==> src/rtl/ifetch_pkg.sv <==
// Shared types and constants for the instruction fetch unit.
//   ifetch_state_e : fetch FSM states
//   INST_W         : instruction word width
//   PC_STEP        : byte distance between consecutive fetch addresses
package ifetch_pkg;

  typedef enum logic [1:0] {
    IDLE,
    FETCH,
    DISCARD,
    FAULT
  } ifetch_state_e;

  localparam int INST_W  = 32;
  localparam int PC_STEP = 4;

endpackage

==> src/rtl/instruction_fetch_if.sv <==
// Instruction bus between the fetch initiator (master) and the address
// decoder / ROM / RAM responders (slave).
//   iadr_o : fetch address, word aligned          (master -> slave)
//   istb_o : strobe, one outstanding transfer      (master -> slave)
//   iack_i : acknowledge, may be combinational     (slave -> master)
//   idat_i : read data, valid on istb_o & iack_i   (slave -> master)
interface instruction_fetch_if
  import ifetch_pkg::*;
#(
  parameter int ADDR_W = 64
) ();

  logic [ADDR_W-1:0] iadr_o;
  logic              istb_o;
  logic              iack_i;
  logic [INST_W-1:0] idat_i;

  modport master (output iadr_o, output istb_o, input iack_i, input idat_i);
  modport slave  (input iadr_o, input istb_o, output iack_i, output idat_i);

endinterface

==> src/rtl/instruction_fetch_fifo.sv <==
// fetch_fifo: DEPTH-entry FIFO of {instruction, pc} pairs between the bus
// side of the fetch unit and decode. Flush has priority over push/pop.
//   clk_i, reset_i : clock, synchronous active-low reset
//   push_i, data_i, pc_i : write one entry (never issued when full)
//   pop_i          : drop the head entry
//   flush_i        : empty the FIFO
//   valid_o, data_o, pc_o : head entry
//   count_o        : occupied entries
module fetch_fifo
  import ifetch_pkg::*;
#(
  parameter  int ADDR_W = 64,
  parameter  int DEPTH  = 2,
  localparam int CNT_W  = $clog2(DEPTH + 1),
  localparam int PTR_W  = $clog2(DEPTH)
) (
  input  logic              clk_i,
  input  logic              reset_i,
  input  logic              push_i,
  input  logic [INST_W-1:0] data_i,
  input  logic [ADDR_W-1:0] pc_i,
  input  logic              pop_i,
  input  logic              flush_i,
  output logic              valid_o,
  output logic [INST_W-1:0] data_o,
  output logic [ADDR_W-1:0] pc_o,
  output logic [CNT_W-1:0]  count_o
);

  logic [INST_W-1:0] data_q [DEPTH];
  logic [ADDR_W-1:0] pc_q   [DEPTH];
  logic [PTR_W-1:0]  rd_q, wr_q;
  logic [CNT_W-1:0]  count_q;

  always_ff @(posedge clk_i) begin
    if (!reset_i) begin
      rd_q    <= '0;
      wr_q    <= '0;
      count_q <= '0;
      for (int i = 0; i < DEPTH; i++) begin
        data_q[i] <= '0;
        pc_q[i]   <= '0;
      end
    end else if (flush_i) begin
      rd_q    <= '0;
      wr_q    <= '0;
      count_q <= '0;
    end else begin
      if (push_i) begin
        data_q[wr_q] <= data_i;
        pc_q[wr_q]   <= pc_i;
        wr_q         <= wr_q + PTR_W'(1);
      end
      if (pop_i) rd_q <= rd_q + PTR_W'(1);
      count_q <= count_q + CNT_W'(push_i) - CNT_W'(pop_i);
    end
  end

  assign valid_o = (count_q != '0);
  assign data_o  = data_q[rd_q];
  assign pc_o    = pc_q[rd_q];
  assign count_o = count_q;

endmodule

==> src/rtl/instruction_fetch.sv <==
// Instruction-bus initiator: owns the fetch PC, runs one bus transfer at a
// time, queues acknowledged words with their PCs in fetch_fifo for decode,
// and restarts fetch on redirect (dropping any transfer already on the bus).
// Optional macro IFETCH_TIMEOUT_EN adds a bus-timeout fault (FAULT state).
//   clk_i, reset_i            : clock, synchronous active-low reset
//   bus (master)              : iadr_o / istb_o / iack_i / idat_i
//   redirect_i, redirect_pc_i : restart fetch at a new PC
//   inst_valid_o, inst_o, inst_pc_o, inst_ready_i : decode handshake
//   fetch_fault_o             : sticky bus-timeout fault
//
// state   | meaning
// IDLE    | no strobe; waiting for FIFO space
// FETCH   | strobe up, result goes to the FIFO
// DISCARD | strobe up, result dropped, then fetch from tgt_q
// FAULT   | no strobe; timed out, waits for redirect
module instruction_fetch
  import ifetch_pkg::*;
#(
  parameter int                ADDR_W   = 64,
  parameter logic [ADDR_W-1:0] RESET_PC = 64'hFFFF_FFFF_FFFF_FF00,
  parameter int                DEPTH    = 2,
  parameter int                TIMEOUT  = 16
) (
  input  logic                clk_i,
  input  logic                reset_i,
  instruction_fetch_if.master bus,
  input  logic                redirect_i,
  input  logic [ADDR_W-1:0]   redirect_pc_i,
  output logic                inst_valid_o,
  output logic [INST_W-1:0]   inst_o,
  output logic [ADDR_W-1:0]   inst_pc_o,
  input  logic                inst_ready_i,
  output logic                fetch_fault_o
);

  localparam int               CNT_W   = $clog2(DEPTH + 1);
  localparam logic [CNT_W-1:0] DEPTH_C = CNT_W'(DEPTH);

  ifetch_state_e     state_q;
  logic              istb_q;
  logic [ADDR_W-1:0] adr_q, tgt_q;
  logic [CNT_W-1:0]  count;
  logic [CNT_W-1:0]  count_after_pop, count_after;
  logic              ack, pop, push, space_after_pop, space_after_push;
  logic [ADDR_W-1:0] redir_pc;
  logic              unused_redirect_lsb;

  assign ack  = istb_q & bus.iack_i;
  // Redirect flushes the FIFO, so it cancels any push or pop in that cycle.
  assign pop  = inst_valid_o & inst_ready_i & ~redirect_i;
  assign push = (state_q == FETCH) & ack & ~redirect_i;

  assign count_after_pop  = count - CNT_W'(pop);
  assign count_after      = count_after_pop + CNT_W'(push);
  assign space_after_pop  = (count_after_pop < DEPTH_C);
  assign space_after_push = (count_after < DEPTH_C);

  assign redir_pc            = {redirect_pc_i[ADDR_W-1:2], 2'b00};
  assign unused_redirect_lsb = ^redirect_pc_i[1:0];

`ifdef IFETCH_TIMEOUT_EN
  localparam int              TMO_W    = $clog2(TIMEOUT + 1);
  localparam logic [TMO_W-1:0] TMO_LAST = TMO_W'(TIMEOUT - 1);
  logic [TMO_W-1:0] tmo_q;
  logic             fault_q;
`else
  localparam int unused_timeout = TIMEOUT;
`endif

  always_ff @(posedge clk_i) begin
    if (!reset_i) begin
      state_q <= IDLE;
      istb_q  <= 1'b0;
      adr_q   <= RESET_PC;
      tgt_q   <= RESET_PC;
`ifdef IFETCH_TIMEOUT_EN
      tmo_q   <= '0;
      fault_q <= 1'b0;
`endif
    end else begin
`ifdef IFETCH_TIMEOUT_EN
      // Counter restarts unless a branch below keeps it counting.
      tmo_q <= '0;
      if (redirect_i) fault_q <= 1'b0;
`endif
      case (state_q)
        IDLE: begin
          if (redirect_i) begin
            state_q <= FETCH;
            istb_q  <= 1'b1;
            adr_q   <= redir_pc;
          end else if (space_after_pop) begin
            state_q <= FETCH;
            istb_q  <= 1'b1;
          end
        end
        FETCH: begin
          if (redirect_i) begin
            if (ack) begin
              adr_q <= redir_pc;
            end else begin
              // Address must stay on the bus until the responder acks.
              state_q <= DISCARD;
              tgt_q   <= redir_pc;
            end
          end else if (ack) begin
            adr_q <= adr_q + ADDR_W'(PC_STEP);
            if (!space_after_push) begin
              state_q <= IDLE;
              istb_q  <= 1'b0;
            end
          end
`ifdef IFETCH_TIMEOUT_EN
          else if (tmo_q == TMO_LAST) begin
            state_q <= FAULT;
            istb_q  <= 1'b0;
            fault_q <= 1'b1;
          end else begin
            tmo_q <= tmo_q + TMO_W'(1);
          end
`endif
        end
        DISCARD: begin
          if (ack) begin
            state_q <= FETCH;
            adr_q   <= redirect_i ? redir_pc : tgt_q;
          end else if (redirect_i) begin
            tgt_q <= redir_pc;
`ifdef IFETCH_TIMEOUT_EN
            // Keep counting but let the redirect win this cycle.
            tmo_q <= (tmo_q == TMO_LAST) ? tmo_q : tmo_q + TMO_W'(1);
`endif
          end
`ifdef IFETCH_TIMEOUT_EN
          else if (tmo_q == TMO_LAST) begin
            state_q <= FAULT;
            istb_q  <= 1'b0;
            fault_q <= 1'b1;
          end else begin
            tmo_q <= tmo_q + TMO_W'(1);
          end
`endif
        end
`ifdef IFETCH_TIMEOUT_EN
        FAULT: begin
          if (redirect_i) begin
            state_q <= FETCH;
            istb_q  <= 1'b1;
            adr_q   <= redir_pc;
          end
        end
`endif
        default: begin
          state_q <= IDLE;
          istb_q  <= 1'b0;
        end
      endcase
    end
  end

  assign bus.istb_o = istb_q;
  assign bus.iadr_o = adr_q;

`ifdef IFETCH_TIMEOUT_EN
  assign fetch_fault_o = fault_q;
`else
  assign fetch_fault_o = 1'b0;
`endif

  fetch_fifo #(
    .ADDR_W (ADDR_W),
    .DEPTH  (DEPTH)
  ) u_fifo (
    .clk_i   (clk_i),
    .reset_i (reset_i),
    .push_i  (push),
    .data_i  (bus.idat_i),
    .pc_i    (adr_q),
    .pop_i   (pop),
    .flush_i (redirect_i),
    .valid_o (inst_valid_o),
    .data_o  (inst_o),
    .pc_o    (inst_pc_o),
    .count_o (count)
  );

endmodule

==> src/flat_wrapper.sv <==
// flat-port wrapper written by rule: the top's interface ports become plain ports
module instruction_fetch_flat import ifetch_pkg::*;
#(
  parameter int                ADDR_W   = 64,
  parameter logic [ADDR_W-1:0] RESET_PC = 64'hFFFF_FFFF_FFFF_FF00,
  parameter int                DEPTH    = 2,
  parameter int                TIMEOUT  = 16
)
  (clk_i, reset_i, redirect_i, redirect_pc_i, inst_valid_o, inst_o, inst_pc_o, inst_ready_i, fetch_fault_o, bus_iadr_o, bus_istb_o, bus_iack_i, bus_idat_i);
  instruction_fetch_if #(.ADDR_W(ADDR_W)) bus_i ();
  input  logic clk_i;
  input  logic reset_i;
  input  logic redirect_i;
  input  logic [ADDR_W-1:0] redirect_pc_i;
  output logic inst_valid_o;
  output logic [INST_W-1:0] inst_o;
  output logic [ADDR_W-1:0] inst_pc_o;
  input  logic inst_ready_i;
  output logic fetch_fault_o;
  output wire logic [$bits(bus_i.iadr_o)-1:0] bus_iadr_o;
  output wire logic [$bits(bus_i.istb_o)-1:0] bus_istb_o;
  input wire logic [$bits(bus_i.iack_i)-1:0] bus_iack_i;
  input wire logic [$bits(bus_i.idat_i)-1:0] bus_idat_i;
  assign bus_iadr_o = bus_i.iadr_o;
  assign bus_istb_o = bus_i.istb_o;
  assign bus_i.iack_i = bus_iack_i;
  assign bus_i.idat_i = bus_idat_i;
  instruction_fetch #(.ADDR_W(ADDR_W), .RESET_PC(RESET_PC), .DEPTH(DEPTH), .TIMEOUT(TIMEOUT)) u_core (.clk_i(clk_i), .reset_i(reset_i), .bus(bus_i), .redirect_i(redirect_i), .redirect_pc_i(redirect_pc_i), .inst_valid_o(inst_valid_o), .inst_o(inst_o), .inst_pc_o(inst_pc_o), .inst_ready_i(inst_ready_i), .fetch_fault_o(fetch_fault_o));
endmodule
==> config.mk <==
export PLATFORM = sky130hd
export DESIGN_NAME = instruction_fetch_flat
export DESIGN_NICKNAME = d
export VERILOG_FILES = /design/src/rtl/ifetch_pkg.sv /design/src/rtl/instruction_fetch_if.sv /design/src/rtl/instruction_fetch_fifo.sv /design/src/rtl/instruction_fetch.sv /design/src/flat_wrapper.sv
export SDC_FILE = /design/constraint.sdc
export NUM_CORES = 1
export LEC_CHECK = 0
export BUFFER_PORTS_ARGS = -buffer_cell sky130_fd_sc_hd__buf_4
export CORE_MARGIN = 5
export CORE_UTILIZATION = 40
export DETAILED_ROUTE_END_ITERATION = 10
export GPL_ROUTABILITY_DRIVEN = 0
export SYNTH_ARGS = -nofsm -noshare
export SYNTH_HDL_FRONTEND = slang
export SYNTH_SLANG_ARGS = --single-unit
==> constraint.sdc <==
create_clock -name clk_i -period 5.75 [get_ports clk_i]
set_input_delay 1.15 -clock clk_i [delete_from_list [all_inputs] [get_ports clk_i]]
set_output_delay 1.15 -clock clk_i [all_outputs]
set_load 0.01 [all_outputs]
; ---- Word level (Yosys, flattened, before mapping)
; Memory sizes are Yosys's and may differ from the RTL's. A register that Yosys moved wholly into a read port is not among the register bits.
; Index checks and enable logic that the tools add are counted.
[classes]
n_addsub = 7
order_cmp = 2
n_eq_ne = 14
n_mux = 40
n_bitwise = 8
n_reduce_logical = 11
[ops]
columns = cell, count
row1 = $mux 64, 10
row2 = $pmux 64 s3, 1
row3 = $pmux 64 s2, 1
row4 = $add 64x3->64 const B, 1
row5 = $reduce_or 64->1, 1
row6 = $mux 32, 1
row7 = $reduce_or 32->1, 1
row8 = $mux 1, 18
row9 = $mux 2, 7
row10 = $ne 2x2->1 const B, 6
row11 = $reduce_and 5->1, 2
row12 = $reduce_and 4->1, 2
row13 = $ne 3x2->1 const B, 2
row14 = $ne 3x3->1 const B, 2
row15 = $pmux 2 s3, 1
row16 = $and 1x1->1, 5
row17 = $add 2x1->2, 2
row18 = $lt 2x2->1 const B, 2
row19 = $ne 2x1->1 const B, 2
row20 = $reduce_bool 2->1, 2
row21 = $sub 2x1->2, 2
row22 = $not 1->1, 3
row23 = $pmux 1 s3, 1
row24 = $reduce_bool 3->1, 1
row25 = 5 further kinds, 6
[totals]
ff_bits = 135
ramBits = 192
input_bits = 101
word_cells = 91
mem_count = 2
[memory_table]
columns = memory, words, word_bits, read_ports, rd_ports_with_merged_regs, wr, line
row1 = u_core.u_fifo.pc_q, 2, 64, 1, 1, 2, instruction_fetch_fifo.sv:31  ; logic [ADDR_W-1:0] pc_q [DEPTH];
row2 = u_core.u_fifo.data_q, 2, 32, 1, 1, 2, instruction_fetch_fifo.sv:30  ; logic [INST_W-1:0] data_q [DEPTH];

; ---- Longest topological paths before layout
; Gate-level depths: netlist of the first run.
[depth]
ltp_word = 10
mapped_depth = 11
depth_no_buf = 8

; ---- By module
; Synthesis of the first run repeated with hierarchy kept, for this count alone.
[hier_totals]
hier_cells = 1547
area_unflattened_um2 = 16449.5
[by_module_without_submodules]
columns = mod, instances, cells_per_inst, area_per_inst_um2
row1 = fetch_fifo, 1, 558, 8921.1
row2 = instruction_fetch, 1, 989, 7528.5

; ---- Worst setup path after synthesis of the first run
; Ideal clock, no wire load.
[synth_timing]
path_kind = input port to flip-flop
from = in bus_iack_i
to = mem u_core.u_fifo.data_q[0][0] (enable)
t_arrival_ns = 4.449
slack_ns = 0.830
cell_stages = 6
cell_sequence = nand2_1 nor2_1 and3b_1 clkbuf_1 clkbuf_1 nand2b_1
[synth_rtl]
columns = item, line
row1 = start: declaration, flat_wrapper.sv:22  ; input wire logic [$bits(bus_i.iack_i)-1:0] bus_iack_i;
row2 = end: declaration, instruction_fetch_fifo.sv:30

==> results of run 1 <==
==> cells by family (layout without fill, tap and decap cells) <==
family	Yosys count	after routing	share of synthesized area, %
other	1	3	0.0227
xor gates and xnor gates	24	24	1.27
adders and majority gates	6	6	0.455
AOI/OAI and AO/OA	282	282	12.3
DFF	328	328	51.4
and+or+nand+nor	722	722	22.9
buffers and inverters	146	357	3.44
muxes	120	120	8.12
==> layer usage <==
layer,track usage [%],vias to the layer above,wire (microns)
met4,7.46,0,1520
met5,0,-,0
met1,31.3,6338,23000
met2,31.8,516,22500
met3,3.92,89,3670
li1,-,6302,-
==> metrics by stage <==
step | total power [W] | area [sq um] | hold WS [ns] | instances | setup WS, ns
after floorplan | 0.00554 | 16500 | 0.437 | 1629 | 0.830
after global placement | 0.00678 | 18800 | 0.445 | 2303 | 1.72
after detailed placement | 0.00684 | 18800 | 0.456 | 2303 | 1.68
after CTS | 0.00929 | 20100 | 0.467 | 2372 | 1.86
after global routing | 0.00981 | 20100 | 0.481 | 2372 | 1.79
final | 0.00925 | 20100 | 0.464 | 2374 | 1.92
==> state kept, by name, indices dropped and copies added (netlist names), named ones only <==
signal,cells
u_core.u_fifo.data_q,64
u_core.state_q,2
u_core.u_fifo.pc_q,128
u_core.u_fifo.rd_q,1
u_core.tgt_q,64
u_core.bus.istb_o,1
u_core.u_fifo.wr_q,1
u_core.u_fifo.count_o,2
u_core.bus.iadr_o,64
==> worst max path at each step <==
stage	startpoint	endpoint	slack, ns	cells after the start
4_1_cts	flip-flop	inst_pc_o[39]	1.86	3
3_3_place_gp	redirect_i	u_core.u_fifo.pc_q[0][1]$_SDFFCE_PN0P_	1.72	6
3_5_place_dp	redirect_i	u_core.u_fifo.data_q[0][29]$_SDFFCE_PN0P_	1.68	6
5_1_grt	flip-flop	inst_o[17]	1.79	3
2_1_floorplan	bus_iack_i	u_core.u_fifo.data_q[0][0]$_SDFFCE_PN0P_	0.83	6
6_report	flip-flop	inst_pc_o[39]	1.92	3
==> critical path, delay by kind of cell (launching register included) <==
kind	cells	cell delay, ns
buf+inv	2	0.69
mux	1	0.40
flops	1	0.96
==> area by class of cell <==
cell class,instances,area [sq um]
clock inverter,14,108
multi-input combinational,1155,7510
inverter,11,41.3
tap,532,666
fill,3792,20800
timing repair buffer,277,2080
clock buffer,55,1170
sequential,328,8490
antenna,2,5.00
==> cells in the final DEF (no fill, tap or decap), types with 29 or more instances in the layout <==
cell type / netlist / routed
edfxtp_1: 192 / 192
nor2_1: 101 / 101
nor3_1: 29 / 29
o21ai_0: 93 / 93
clkbuf_16: 0 / 41
nand2_1: 189 / 186
dfxtp_1: 136 / 135
and2_1: 195 / 194
mux2_2: 112 / 112
nand4_1: 30 / 30
nand3_1: 100 / 100
a22o_1: 47 / 47
buf_4: 1 / 277
==> power by group <==
group          switching [W]  leakage [nW]  internal [W]
Sequential          0.000656          3.11       0.00296
Combinational        0.00196          4.21       0.00125
Clock               0.000968         0.628       0.00146
Total                0.00358          7.94       0.00567
==> results.py, run 1 <==
metrics = {
    "clock_network": {
        "clk_latency_ns": 0.54,
        "ctsHoldBuffers": 0,
        "root_buffer": "clkbuf_16",
        "clk_pin_slew_ns": 0.06,
        "cts_resized": 0,
        "cts.path.max_buffers": 3,
        "cts_setup_buffers": 0,
        "cts_tree": "built",
        "htreeDepth": 2,
        "cts_made_buffers": 38,
        "cts_num_sinks": 328,
    },
    "synth": {
        "ys_warn_count": 0,
        "synth_top_area_share_pct": 34.9,
        "synth_top_cell_by_area": "edfxtp_1",
        "ys.flop_type": "edfxtp_1",
        "ys_types": 71,
        "yosysSeqAreaShare_pct": 51.4,
        "synth-edff-count": 192,
        "synthTopCellsByArea": "edfxtp_1 (35%), dfxtp_1 (16%), mux2_2 (7.6%), and2_1 (7.4%), nand2_1 (4.3%)",
        "synthesis.instances": 1629,
        "syn_area_sq_mm": 0.0165,
        "syn_area_per_cell_sq_um": 10.1,
        "synth_nets": 1736,
        "ys_ff_latch": 328,
        "yosysMostFrequentCell": "and2_1",
        "ys_top_cells_by_count": "and2_1 (195), edfxtp_1 (192), nand2_1 (189)",
        "ys_async_sr_fraction_pct": 0,
    },
    "setup_path": {
        "reg2reg_slack_ns": 2.69,
        "reg2reg_depth": 7,
        "required_ns": 4.60,
        "crit_fanout": 66,
        "r2r_start": "u_core.state_q[1]$_SDFFE_PN0P_",
        "r2r_end": "u_core.u_fifo.pc_q[0][5]$_SDFFCE_PN0P_",
        "start_kind": "flip-flop",
        "slowest_delay_ns": 0.96,
        "cp_cell_sequence": "buf_4 -> mux2_2 -> buf_4",
        "cp_common_cell": "buf_4",
        "slowest_stage": "dfxtp_4",
        "path_class": "flip-flop to primary output",
        "crit_arrival_ns": 2.68,
        "end_kind": "primary output",
    },
    "routing": {
        "routed_wirelength_microns": 50700,
        "postRouteAntennaNets": 0,
        "viasPerCell": 5.58,
        "dr.first_iter.drc_count": 1203,
        "avgRoutedWirePerCell_microns": 21.4,
        "num_vias": 13200,
        "drcViolationCount": 0,
        "first_pass_iters": 7,
    },
    "timing": {
        "period_minus_slack_ns": 3.83,
        "hold_viol_final": 0,
        "tns_ns": 0,
        "fin_skew_ns": 0.0154,
        "relSlewSlack_pct": 27.8,
        "fin_crit_sh_pct": 66.7,
        "rsz0062_at_grt": "no",
        "fmax_mhz": 261,
        "setup_violations": 0,
        "drv_slew": 0,
        "tightest_slew_ns": 1.08,
    },
    "finish": {
        "drive_above_1_share_pct": 26.7,
        "area_growth_pct": 21.6,
        "nets": 1918,
        "fin_util_pct": 49.2,
    },
    "placed_design": {
        "io_buffers": 260,
        "hpwlAfterDp_microns": 33200,
    },
    "floorplan": {
        "fp.coreArea_sq_mm": 0.0408,
        "dieHeight_microns": 213,
        "initial_core_util_pct": 40.4,
        "placement_rows": 74,
        "io_pins": 264,
        "die_x_microns": 213,
        "dieArea_sq_mm": 0.0454,
    },
    "global_route": {
        "grt_pass1_wl_microns": 75900,
        "gr-total-overflow": 0,
        "grt_max_degree": 97,
        "grt_pass1_vias": 12400,
        "grt_usage_pct": 21.4,
        "antenna_found_initial": 0,
    },
    "run": {
        "maxCapViolCount": 0,
    },
    "hold_path": {
        "hp-class": "flip-flop to flip-flop",
        "holdPathEnd": "u_core.tgt_q[3]$_SDFFE_PN0P_",
        "whs_path_depth": 2,
        "min_from": "u_core.tgt_q[3]$_SDFFE_PN0P_",
    },
    "outcome": {
        "status": "finished clean",
    },
    "power_and_ir_drop": {
        "power_leakage_nw": 7.94,
        "p_per_area_mw_per_mm2": 461,
        "ir_drop_mv": 0.405,
    },
}
No activity file was read; power rests on OpenSTA's default activity.
==> run 2, diff against run 1 <==
- clock period: 5.75 -> 3.75 ns (I/O delays scaled with it)
==> run 2 against run 1 <==
Compared with the run above:
- die area stayed put
- largest power group unchanged
- non-clock buffer count up 16
- sequential power increased by 52%
- via count is 1.1% higher
- clock power increased by 58%
- hold slack worse by 0.036 ns
- critical path depth unchanged
- largest cell class unchanged
- critical endpoint is now inst_pc_o[10]
==> results.py, run 2 (synthesis gave the netlist of run 1 again) <==
metrics = {
    "run": {
        "maxCapViolCount": 0,
    },
    "floorplan": {
        "dieHeight_microns": 213,
        "fp.coreArea_sq_mm": 0.0408,
        "io_pins": 264,
        "placement_rows": 74,
        "die_x_microns": 213,
        "dieArea_sq_mm": 0.0454,
        "initial_core_util_pct": 40.4,
    },
    "finish": {
        "ff_latch_area_sq_mm": 0.00849,
        "largest_reg_flops": 128,
        "drive_above_1_share_pct": 27.1,
        "final_common_cell": "buf_4",
        "nets": 1935,
        "fin_cells": 2392,
        "fillCellCount": 3743,
        "multi_input_area_sq_mm": 0.00750,
        "top_register": "u_core.u_fifo.pc_q",
        "area_growth_pct": 23.1,
        "layout_common_cells": "buf_4 (283), and2_1 (194), edfxtp_1 (192), nand2_1 (186), dfxtp_1 (135)",
    },
    "routing": {
        "viasPerCell": 5.60,
        "first_pass_iters": 8,
        "drcViolationCount": 0,
        "avgRoutedWirePerCell_microns": 21.3,
        "routed_wirelength_microns": 50900,
        "dr.first_iter.drc_count": 1214,
        "num_vias": 13400,
        "postRouteAntennaNets": 0,
    },
    "placed_design": {
        "hpwlAfterDp_microns": 33900,
        "place_inst": 2319,
        "io_buffers": 260,
    },
    "power_and_ir_drop": {
        "clock_power_share_pct": 26.7,
        "p_per_area_mw_per_mm2": 708,
        "swShare_pct": 38.5,
        "p_comb_share_pct": 35.2,
        "power_leakage_nw": 8.07,
        "p_seq_share_pct": 38.1,
        "p_sw_w": 0.00553,
        "ir_drop_mv": 0.401,
        "p_int_w": 0.00885,
    },
    "timing": {
        "rsz0062_at_grt": "no",
        "fmax_mhz": 332,
        "fin_crit_sh_pct": 80.3,
        "period_minus_slack_ns": 3.01,
        "tns_ns": 0,
        "setup_violations": 0,
        "relSlewSlack_pct": 38.1,
        "tightest_slew_ns": 0.928,
        "drv_slew": 0,
        "fin_skew_ns": 0.0130,
        "hold_viol_final": 0,
    },
    "global_route": {
        "grt_max_degree": 97,
        "antenna_found_initial": 3,
        "grt_pass1_wl_microns": 76600,
        "grt_pass1_vias": 12800,
        "grt_usage_pct": 21.6,
        "gr-total-overflow": 0,
    },
    "setup_path": {
        "crit_arrival_ns": 2.26,
        "reg2reg_slack_ns": 0.95,
        "path_class": "flip-flop to primary output",
        "required_ns": 3.00,
        "end_kind": "primary output",
        "start_kind": "flip-flop",
        "crit_fanout": 41,
    },
    "clock_network": {
        "clk_latency_ns": 0.56,
        "htreeDepth": 2,
        "root_buffer": "clkbuf_16",
        "cts_setup_buffers": 0,
        "cts_resized": 0,
        "clk_pin_slew_ns": 0.06,
        "cts_made_buffers": 39,
        "cts_tree": "built",
        "cts_num_sinks": 328,
        "ctsHoldBuffers": 0,
        "cts.path.max_buffers": 3,
    },
    "outcome": {
        "status": "finished clean",
    },
    "hold_path": {
        "hp-class": "input pin to flip-flop",
    },
}
-- run 2: layer usage --
metal	wire (microns)	track usage [%]
met4	1810	8.33
met3	3730	4.16
met5	0	0
met1	23100	31.4
met2	22300	31.9
-- run 2: worst max-delay path, stage by stage (launching register included) --
cell and delay [ns]:
dfxtp_4 0.74, buf_4 0.40, mux2_2 0.40, buf_4 0.15
-- run 2: path summary, 6_finish.rpt --
path	to	start	cells after the start
worst max register to register	u_core.bus.iadr_o[26]$_SDFFE_PN1P_	u_core.state_q[1]$_SDFFE_PN0P_	8
worst max-delay path	inst_pc_o[10]	flip-flop	3
worst min register to register	u_core.tgt_q[20]$_SDFFE_PN1P_	u_core.tgt_q[20]$_SDFFE_PN1P_	2
worst min-delay path	u_core.tgt_q[17]$_SDFFE_PN1P_	redirect_pc_i[17]	3
-- run 2: stage by stage --
step	hold WS [ns]	total power (W)	instance area (sq um)	setup slack, ns	utilization, %
after floorplan	0.437	0.00848	16500	0.355	-
after global placement	0.445	0.0105	19000	1.01	46.6
after detailed placement	0.454	0.0106	19000	1.01	46.6
after CTS	0.399	0.0144	20300	0.655	49.8
after global routing	0.431	0.0152	20300	0.627	49.8
final	0.429	0.0144	20300	0.740	49.8
-- run 2: power groups by stage --
stage | Combinational [W] | Clock, W | Sequential, W
after global routing | 0.00556 | 0.00409 | 0.00559
final | 0.00506 | 0.00384 | 0.00548
after CTS | 0.00506 | 0.00393 | 0.00546
after detailed placement | 0.00504 | 0 | 0.00553
after global placement | 0.00499 | 0 | 0.00549
after floorplan | 0.00324 | 0 | 0.00525
-- run 2: final cells by class --
| type | count | share of cell area (%) |
|---|---|---|
| clock buffer | 49 | 5.23 |
| antenna | 1 | 0.0123 |
| multi-input combinational | 1155 | 36.9 |
| timing repair buffer | 293 | 11.4 |
| clock inverter | 23 | 1.11 |
| tap | 532 | 3.28 |
| inverter | 11 | 0.203 |
| sequential | 328 | 41.8 |
==> run 3, diff against run 2 <==
- ABC_AREA: not set -> 1
- clock period: 3.75 -> 2.5 ns (I/O delays scaled with it)
==> run 3 against run 2 <==
Compared with the run above:
- total power is 38% higher
- count of clock-buffer cells in the layout is 3 higher
- highest routed layer is now met5
- critical endpoint is now inst_o[2]
- largest power group unchanged
- wire length is 16% higher
- clock skew is 0.0082 ns higher
- combinational power is 41% higher
- register-to-register slack worse by 0.67 ns
- die area is 6.4% higher
==> results.py, run 3 <==
metrics = {
    "clock_network": {
        "cts_num_sinks": 328,
        "root_buffer": "clkbuf_16",
        "clk_pin_slew_ns": 0.06,
        "cts_tree": "built",
        "cts.path.max_buffers": 3,
        "ctsHoldBuffers": 0,
        "clk_latency_ns": 0.55,
        "cts_setup_buffers": 0,
        "htreeDepth": 2,
        "cts_resized": 0,
        "cts_made_buffers": 38,
    },
    "finish": {
        "fillCellCount": 4257,
        "largest_reg_flops": 128,
        "nets": 2505,
        "layout_common_cells": "nand2_1 (454), nor2_1 (336), buf_4 (305), a21oi_1 (230), edfxtp_1 (192)",
        "ff_latch_area_sq_mm": 0.00849,
        "final_common_cell": "nand2_1",
        "top_register": "u_core.u_fifo.pc_q",
        "multi_input_area_sq_mm": 0.00787,
        "fin_util_pct": 49.4,
        "n_antenna_cell": 0,
        "drive_above_1_share_pct": 21.9,
        "area_growth_pct": 21.7,
    },
    "floorplan": {
        "dieArea_sq_mm": 0.0483,
        "placement_rows": 76,
        "initial_core_util_pct": 40.6,
        "dieHeight_microns": 220,
        "fp.coreArea_sq_mm": 0.0434,
        "io_pins": 264,
        "die_x_microns": 220,
    },
    "setup_path": {
        "cp_cell_sequence": "buf_12 -> mux2_2 -> buf_4",
        "end_kind": "primary output",
        "crit_fanout": 38,
        "critical_path_cell_count": 3,
        "reg2reg_depth": 8,
        "path_class": "flip-flop to primary output",
        "reg2reg_slack_ns": 0.28,
        "crit_arrival_ns": 1.84,
        "path_buf_inv": 2,
        "crit_family": "flip-flops",
        "start_kind": "flip-flop",
        "required_ns": 2.00,
        "slowest_delay_ns": 0.46,
        "slowest_stage": "dfxtp_4",
    },
    "timing": {
        "timing.hold.ws_ns": 0.244,
        "setup_violations": 0,
        "hold_viol_final": 0,
        "relSlewSlack_pct": 38.4,
        "tns_ns": 0,
        "tightest_slew_ns": 0.924,
        "period_minus_slack_ns": 2.34,
        "rsz0062_at_grt": "no",
        "fin_skew_ns": 0.0212,
        "fin_crit_sh_pct": 93.6,
        "drv_slew": 0,
        "fmax_mhz": 427,
    },
    "power_and_ir_drop": {
        "p_sw_w": 0.00779,
        "swShare_pct": 39.3,
        "p_int_w": 0.0120,
        "power_leakage_nw": 9.53,
        "p_comb_share_pct": 36.1,
        "clock_power_share_pct": 26.0,
        "p_seq_share_pct": 37.9,
        "ir_drop_mv": 0.526,
        "p_per_area_mw_per_mm2": 924,
    },
    "placed_design": {
        "io_buffers": 260,
        "hpwlAfterDp_microns": 42500,
    },
    "synth": {
        "synth_nets": 2274,
        "syn_area_per_cell_sq_um": 8.13,
        "ys_types": 39,
        "ys_top_cells_by_count": "nand2_1 (457), nor2_1 (336), a21oi_1 (230)",
        "syn_area_sq_mm": 0.0176,
        "synth_top_area_share_pct": 32.7,
        "ys_async_sr_fraction_pct": 0,
        "yosysMostFrequentCell": "nand2_1",
        "synth_top_cell_by_area": "edfxtp_1",
        "yosysSeqAreaShare_pct": 48.2,
        "synthTopCellsByArea": "edfxtp_1 (33%), dfxtp_1 (15%), nand2_1 (9.7%), nor2_1 (7.2%), a21oi_1 (6.5%)",
        "synth-edff-count": 192,
        "ys_ff_latch": 328,
        "synthesis.instances": 2167,
        "ys_warn_count": 0,
        "ys.flop_type": "edfxtp_1",
    },
    "global_route": {
        "grt_util_met2_pct": 35.7,
        "grt_pass1_wl_microns": 87900,
        "grt_max_degree": 97,
        "grt_busiest_layer": "met2",
        "grt_pass1_vias": 14700,
        "antenna_found_initial": 1,
        "met1_usage_pct": 33.8,
        "grt_usage_pct": 23.5,
        "grt_use_met3_pct": 4.07,
        "gr-total-overflow": 0,
    },
    "routing": {
        "avgRoutedWirePerCell_microns": 19.7,
        "postRouteAntennaNets": 0,
        "viasPerCell": 5.30,
        "first_pass_iters": 6,
        "num_vias": 15900,
        "routed_wirelength_microns": 59000,
        "drcViolationCount": 0,
        "dr.first_iter.drc_count": 1672,
    },
    "run": {
        "maxCapViolCount": 0,
    },
    "outcome": {
        "status": "finished clean",
    },
    "hold_path": {
        "hp-class": "input pin to flip-flop",
        "whs_path_depth": 3,
    },
}
==> run 3: cell types whose count changed after synthesis, sizes merged, moves of 48 or more <==
cell / change
a21oi: +221
clkbuf: -48
nand2: +287
inv: +173
and2: -195
nor2: +258
==> run 3: stage by stage <==
step	std cells	total power [W]	setup slack (ns)	cell area, sq um
after floorplan	2167	0.0117	0.214	17600
after global placement	2935	0.0145	0.313	20300
after detailed placement	2935	0.0146	0.315	20300
after CTS	2994	0.0198	0.0167	21400
after global routing	3002	0.0209	0.0596	21400
final	3002	0.0198	0.160	21400
==> run 3: area by class of cell <==
type,count,area share (%)
timing repair buffer,317,11.8
multi-input combinational,1529,36.7
tap,585,3.41
sequential,328,39.6
clock buffer,52,5.06
clock inverter,7,0.175
inverter,184,3.22
==> run 3: final timing paths <==
kind | start | endpoint
worst min-delay path | redirect_pc_i[5] | u_core.tgt_q[5]$_SDFFE_PN0P_
worst min register to register | u_core.tgt_q[38]$_SDFFE_PN1P_ | u_core.tgt_q[38]$_SDFFE_PN1P_
worst max register to register | u_core.state_q[1]$_SDFFE_PN0P_ | u_core.tgt_q[60]$_SDFFE_PN1P_
worst max-delay path | flip-flop | inst_o[2]
==> run 3: cell families (layout without fill, tap and decap cells) <==
group / Yosys count / in the layout / share of synthesized area (%)
simple gates: 961 / 961 / 22.8
compound gates: 440 / 440 / 13.7
flops: 328 / 328 / 48.2
buf+inv: 310 / 560 / 7.47
mux: 96 / 96 / 6.14
xor+xnor: 25 / 25 / 1.24
fa+ha+maj: 6 / 6 / 0.426
other cells: 1 / 1 / 0.0213
==> run 3: worst min-delay path: stages <==
cell     delay [ns]
buf_4          0.12
nand2_1        0.06
a31oi_1        0.07
==> run 3: per-layer routing <==
layer / up-vias / part of all wire, %
met3: 112 / 7.8
met5: - / 0.022
met4: 2 / 4.0
met1: 7473 / 44
met2: 650 / 44
li1: 7685 / -
==> run 3: power by group through the flow <==
stage / clock [W] / sequential [W] / combinational, W
detailed placement: 0 / 0.00758 / 0.00701
global route: 0.00550 / 0.00760 / 0.00784
finish: 0.00516 / 0.00751 / 0.00714
global placement: 0 / 0.00755 / 0.00697
floorplan: 0 / 0.00745 / 0.00428
CTS: 0.00525 / 0.00747 / 0.00705
